### src/rtl/branch_resolve_unit.sv
// Execute-stage branch resolution: compares the EX outcome with the fetch prediction, trains branch_hardware, issues flush/redirect.
// Latency: 1 cycle from consume to update/flush pulses and counter increments.
// Backpressure: ex_stall holds the instruction unconsumed; it is evaluated once, in the first unstalled cycle.
module branch_resolve_unit #(
  parameter int DATA_WIDTH = 32,
  parameter int CNT_WIDTH  = 32
) (
  input  logic                  clk,
  input  logic                  rstn,
  input  logic                  ex_valid,
  input  logic                  ex_is_branch,
  input  logic                  ex_is_jump,
  input  logic                  ex_stall,
  input  logic [DATA_WIDTH-1:0] ex_pc,
  input  logic                  ex_taken,
  input  logic [DATA_WIDTH-1:0] ex_target,
  input  logic                  ex_pred_hit,
  input  logic                  ex_pred_taken,
  input  logic [DATA_WIDTH-1:0] ex_pred_target,
  output logic                  update_predictor,
  output logic                  update_btb,
  output logic                  actually_taken,
  output logic [DATA_WIDTH-1:0] resolved_pc,
  output logic [DATA_WIDTH-1:0] resolved_pc_target,
  output logic                  flush,
  output logic [DATA_WIDTH-1:0] redirect_pc,
  output logic [CNT_WIDTH-1:0]  branch_count,
  output logic [CNT_WIDTH-1:0]  mispredict_count
);

  localparam logic [0:0] ST_RUN    = 1'b0;
  localparam logic [0:0] ST_SQUASH = 1'b1;

  logic [0:0]            state;
  logic                  consume;
  logic                  eff_taken;
  logic                  eff_pred;
  logic                  mispredict;
  logic [DATA_WIDTH-1:0] next_pc;
  logic                  bc_sat;
  logic                  mc_sat;

  // A BTB miss means fetch fell through, so it counts as a not-taken prediction.
  assign consume    = ex_valid & ~ex_stall & (ex_is_branch | ex_is_jump) & (state == ST_RUN);
  assign eff_taken  = ex_is_jump | ex_taken;
  assign eff_pred   = ex_pred_hit & ex_pred_taken;
  assign mispredict = (eff_taken != eff_pred) |
                      (eff_taken & eff_pred & (ex_pred_target != ex_target));
  assign next_pc    = eff_taken ? ex_target : ex_pc + DATA_WIDTH'(4);
  assign bc_sat     = &branch_count;
  assign mc_sat     = &mispredict_count;

  always_ff @(posedge clk) begin
    if (!rstn) begin
      state              <= ST_RUN;
      update_predictor   <= 1'b0;
      update_btb         <= 1'b0;
      actually_taken     <= 1'b0;
      resolved_pc        <= '0;
      resolved_pc_target <= '0;
      flush              <= 1'b0;
      redirect_pc        <= '0;
      branch_count       <= '0;
      mispredict_count   <= '0;
    end else begin
      update_predictor <= consume & ex_is_branch;
      update_btb       <= consume & eff_taken;
      flush            <= consume & mispredict;

      // SQUASH covers exactly the flush cycle, while EX still holds the wrong-path instruction.
      if (state == ST_SQUASH)
        state <= ST_RUN;
      else if (consume && mispredict)
        state <= ST_SQUASH;

      if (consume) begin
        actually_taken     <= eff_taken;
        resolved_pc        <= ex_pc;
        resolved_pc_target <= ex_target;
        redirect_pc        <= next_pc;
        if (!bc_sat)
          branch_count <= branch_count + CNT_WIDTH'(1);
        if (mispredict && !mc_sat)
          mispredict_count <= mispredict_count + CNT_WIDTH'(1);
      end
    end
  end

endmodule

### config.mk
export PLATFORM = sky130hd
export DESIGN_NAME = branch_resolve_unit
export DESIGN_NICKNAME = d
export VERILOG_FILES = /design/src/rtl/branch_resolve_unit.sv
export SDC_FILE = /design/constraint.sdc
export NUM_CORES = 1
export LEC_CHECK = 0
export BUFFER_PORTS_ARGS = -buffer_cell sky130_fd_sc_hd__buf_2
export CORE_MARGIN = 10
export CORE_UTILIZATION = 38
export CTS_CLUSTER_SIZE = 40
export DETAILED_ROUTE_END_ITERATION = 16
export PLACE_DENSITY = 0.7
export SKIP_CTS_REPAIR_TIMING = 1
export SYNTH_ARGS = -nofsm -noshare
export SYNTH_HDL_FRONTEND = slang
export SYNTH_SLANG_ARGS = --single-unit
### constraint.sdc
create_clock -name clk -period 3.25 [get_ports clk]
set_input_delay 0.1625 -clock clk [delete_from_list [all_inputs] [get_ports clk]]
set_output_delay 0.1625 -clock clk [all_outputs]
set_load 0.02 [all_outputs]
# Word-level counts from Yosys, hierarchy flattened
# Cells that the tools add are included.
op_classes:
  n_addsub: 3
  eq_ne: 2
  mux: 2
  bitwise: 16
  reduce_logical: 8
op_table:
  columns: ["operator", "count"]
  rows:
  - ["adder 32 x 1 -> 32 bit (second input constant)", 2]
  - ["AND reduction 32 bit", 2]
  - ["adder 32 x 3 -> 32 bit (second input constant)", 1]
  - ["2-to-1 mux 32 bit", 1]
  - ["inequality test 32 bit", 1]
  - ["bitwise AND 1 bit", 9]
  - ["inverter 1 bit", 4]
  - ["AND reduction 2 bit", 2]
  - ["OR 1 bit", 3]
  - ["logical AND 1 bit", 2]
  - ["OR reduction 2 bit", 1]
  - ["zero test 1 bit", 1]
  - ["2-to-1 mux 1 bit", 1]
  - ["inequality test 1 bit", 1]
word_totals:
  ff_bits: 165
  elab_cells: 41

# Logic depth before layout (Yosys ltp)
depth:
  ltp_word: 6
  ltp_mapped: 11

# Worst setup path before layout
# OpenSTA, ideal clock, no wires.
synth_timing:
  path_type: "reg2reg"
  start: "register mispredict_count[0]"
  end: "register mispredict_count[1]"
  arrival_time_ps: 2345
  t_required_ps: 3122
  path_slack_ps: 778
  stages_incl_launch_ff: 11
  n_path_buf: 2
  period_less_slack_ps: 2472
  cell_sequence: "dfxtp_1 > ha_1 > buf_4 > nand2_4 > or3_4 > nor4_2 > nor2_1 > o21ai_2 > buf_4 > mux2i_1 > nor2_1"
synth_between:
  elab_chain_len: 4
  word_cells_on_any_way: 5
  cone_classes: "add/sub: 1; reduce/logical: 4"
synth_lines:
  columns: ["element", "line", "rtl"]
  rows:
  - ["from (decl)", "28", "output logic [CNT_WIDTH-1:0] mispredict_count"]
  - ["from (signal assigned)", "84", "mispredict_count <= mispredict_count + CNT_WIDTH'(1);"]
  - ["parallel branches: the longest is 4 deep, another holds adder 32 x 1 -> 32 bit", null, null]
# Several ways; the timed one is not identified.
# A chain may end at the register's enable or synchronous reset.

# Final worst setup path
layout_timing:
  start: "register mispredict_count[3]"
  end: "register mispredict_count[30]"
# Same word-level chain as after synthesis.

==> impl_metrics.env <==
export IMPL_grt_util_all_layers_pct=20.3
export IMPL_slew_headroom_pct=33.8
export IMPL_fp_dieW_um=162
export IMPL_drt_pass1_iter_count=5
export IMPL_num_rows=52
export IMPL_ys_types=50
export IMPL_async_flop_share_pct=0
export IMPL_syn_to_final_growth_pct=28.9
export IMPL_cts_buffers=17
export IMPL_powerDensity_nw_per_um2=476
export IMPL_ant_nets=0
export IMPL_synth_fa_ha_area_share_pct=0.649
export IMPL_clockBufferDepth=2
export IMPL_antenna_found_initial=4
export IMPL_synth_simple_gate_area_share_pct=28.0
export IMPL_p_seq_share_pct=44.7
export IMPL_placed_cell_area_um2=9340
export IMPL_synth_cells=957
export IMPL_power_frac_comb_pct=12.2
export IMPL_fin_crit_sh_pct=76.7
export IMPL_drc_errors=0
export IMPL_grt_ovfl_total=0
export IMPL_power_share_switching_pct=28.6
export IMPL_status="complete, no violations"
export IMPL_syn_cell_area_um2=7720
export IMPL_final_common_cell="buf_2"
export IMPL_min_delay_start="ex_pc[0]"
export IMPL_reg2regPathDepth=6
export IMPL_worst_setup_path_end_kind="register"
export IMPL_yosysSeqAreaShare_pct=42.8
export IMPL_cts_tree="yes"
export IMPL_drt_iter0_markers=495
export IMPL_path_clk_slew_ns=0.07
export IMPL_switchingPower_w=0.00135
export IMPL_place_gp_congestion=0.858
export IMPL_tightest_slew_ns=0.993
export IMPL_fp_dieH_um=162
export IMPL_clockPowerShare_pct=43.2
export IMPL_synth_xor_area_share_pct=10.6
export IMPL_grt_pass1_vias=7546
export IMPL_finalNetCount=1315
export IMPL_peakVddDrop_uv=326
export IMPL_worstHoldPathCells=3
export IMPL_routed_via_count=7780
export IMPL_start_util_pct=38.4
export IMPL_synth_compound_area_share_pct=12.2
export IMPL_drv_cap=0
export IMPL_hold_class="input port to register"
export IMPL_synthFlopType="dfxtp_1"
export IMPL_pin_count=269
export IMPL_fin_skew_ns=0.0109
export IMPL_ys_seq_elements=165
export IMPL_cp_arrival_ns=2.84
export IMPL_slew_viol_final=0
export IMPL_wirelength_mm=27.6
export IMPL_fmax_mhz=401
export IMPL_fin_setup_tns_ns=0
export IMPL_setup_viol=0
export IMPL_grt_pass1_wl_mm=42.8
export IMPL_rr_startpoint="mispredict_count[3]$_SDFFE_PN0P_"
export IMPL_synthMuxAreaShare_pct=2.34
export IMPL_cts_sinks=165
export IMPL_cts_max_level=4
export IMPL_required_ns=3.59
export IMPL_n_fill_cell=1986
export IMPL_viasPerCell=5.22
export IMPL_wl_per_cell_um=18.5
export IMPL_synth_top_family_by_area="simple AND/OR/NAND/NOR gates"
export IMPL_io_buffers=268
export IMPL_yosys_top_cells_area="dfxtp_1 (43%), nand2_1 (9.0%), xnor2_1 (6.7%)"
export IMPL_clock_tree_root_cell="clkbuf_16"
export IMPL_yosysWarnings=0
export IMPL_postLayoutCellArea_um2=9940
export IMPL_criticalPathCategory="register to register"
export IMPL_min_period_ns=2.49
export IMPL_hold_path_end="resolved_pc[0]$_SDFFE_PN0P_"
export IMPL_synth_nets=1066
export IMPL_crit_fanout=15
export IMPL_reg2reg_slack_ns=0.76
export IMPL_dp_hpwl_mm=20.5
export IMPL_synth_edf_count=0
export IMPL_rsz0062_at_grt="false"
export IMPL_dieArea_um2=26400
export IMPL_layout_common_cells="buf_2 (268), nand2_1 (186), dfxtp_1 (165)"
export IMPL_synth_top_area_share_pct=42.8
export IMPL_synth_top_cell_by_area="dfxtp_1"
export IMPL_drive_above_1_share_pct=27.2
export IMPL_leakagePower_nw=4.19
export IMPL_r2r_end="mispredict_count[30]$_SDFFE_PN0P_"
export IMPL_core_region_area_um2=20100
export IMPL_clk_latency_ns=0.42
export IMPL_p_int_w=0.00338
export IMPL_worst_setup_path_start_kind="register"
export IMPL_finalHoldViolCount=0
export IMPL_grt_max_degree=90
export IMPL_synth_area_per_cell_um2=8.06
## per-layer routing
metal,GRT usage (%),wire [µm]
met1,25.4,11800
met2,31.7,12600
met3,7.23,2520
met4,6.58,617
met5,0,29
## kinds of logic (layout without fill, tap and decap cells)
group           Yosys count  count (layout)
simple gates            452             452
flops                   165             165
compound gates          159             159
xor+xnor                 93              93
buf+inv                  66             328
mux                      18              18
fa+ha+maj                 4               4
other cells               0               1
## per-stage QoR
step | power (W) | setup WS [ns] | instances | util, % | hold slack (ns)
2_1_floorplan | 0.00247 | 0.778 | 957 | - | 0.299
3_3_place_gp | 0.00273 | 0.762 | 1455 | 46.4 | 0.432
3_5_place_dp | 0.00274 | 0.787 | 1455 | 46.4 | 0.439
4_1_cts | 0.00478 | 0.806 | 1487 | 49.3 | -0.0197
5_1_grt | 0.00491 | 0.535 | 1489 | 49.4 | 0.00247
6_report | 0.00473 | 0.757 | 1490 | 49.5 | 0.00285
## power groups by stage
| stage | combinational [W] | clock (W) | sequential [W] |
|---|---|---|---|
| global route | 0.000628 | 0.00216 | 0.00212 |
| floorplan | 0.000237 | 0 | 0.00223 |
| detailed placement | 0.000578 | 0 | 0.00216 |
| CTS | 0.000579 | 0.00208 | 0.00211 |
| finish | 0.000576 | 0.00204 | 0.00211 |
| global placement | 0.000575 | 0 | 0.00216 |
## area by class of cell
cell class | instances | area, µm² | share of cell area, %
Tap cell | 270 | 338 | 3.40
Timing Repair Buffer | 287 | 1500 | 15.1
Multi-Input combinational cell | 726 | 4180 | 42.0
Antenna cell | 1 | 2.50 | 0.0252
Sequential cell | 165 | 3300 | 33.2
Clock inverter | 14 | 146 | 1.47
Inverter | 9 | 36.3 | 0.365
Clock buffer | 18 | 439 | 4.42
## synth_stat cells, types with 2 or more instances
master,count
nor3_1,6
o221ai_1,3
a21oi_1,96
nor2_1,86
or3_1,3
o21a_1,4
o21ai_0,14
xor2_1,34
nor4_1,20
a31oi_1,2
ha_1,4
and4_1,12
xnor2_1,59
o31a_1,3
a311oi_1,3
nor3b_1,2
mux2i_1,18
clkbuf_1,50
buf_4,2
a211oi_1,12
buf_2,3
nand3_2,2
o211ai_1,5
o31ai_1,9
and3_1,19
inv_1,8
nand2_1,186
dfxtp_1,165
and2_1,3
nand4_1,26
nand3_1,55
o21ai_1,2
nand2b_1,16
or4_1,9
## worst max-delay path by stage
stage,to,from,slack [ns]
after floorplan,mispredict_count[1]$_SDFFE_PN0P_,mispredict_count[0]$_SDFFE_PN0P_,0.78
after global placement,redirect_pc[26]$_SDFFE_PN0P_,ex_pc[2],0.76
after detailed placement,redirect_pc[26]$_SDFFE_PN0P_,ex_pc[2],0.79
after CTS,mispredict_count[28]$_SDFFE_PN0P_,mispredict_count[0]$_SDFFE_PN0P_,0.81
after global routing,mispredict_count[26]$_SDFFE_PN0P_,mispredict_count[3]$_SDFFE_PN0P_,0.53
final,mispredict_count[30]$_SDFFE_PN0P_,mispredict_count[3]$_SDFFE_PN0P_,0.76
## flip-flops by register name, summed over array words and instances (netlist names)
signal / flops
state: 1
resolved_pc_target: 32
redirect_pc: 32
flush: 1
update_btb: 1
actually_taken: 1
update_predictor: 1
mispredict_count: 32
resolved_pc: 32
branch_count: 32
## worst max-delay path, cell delays in order, from the launching register on
cell	delay (ns)
dfxtp_1	0.47
and4_1	0.35
nand3_2	0.24
nor3_1	0.26
nand2b_1	0.36
or4_1	0.58
a21oi_1	0.15
Power figures use the tool's default switching activity.
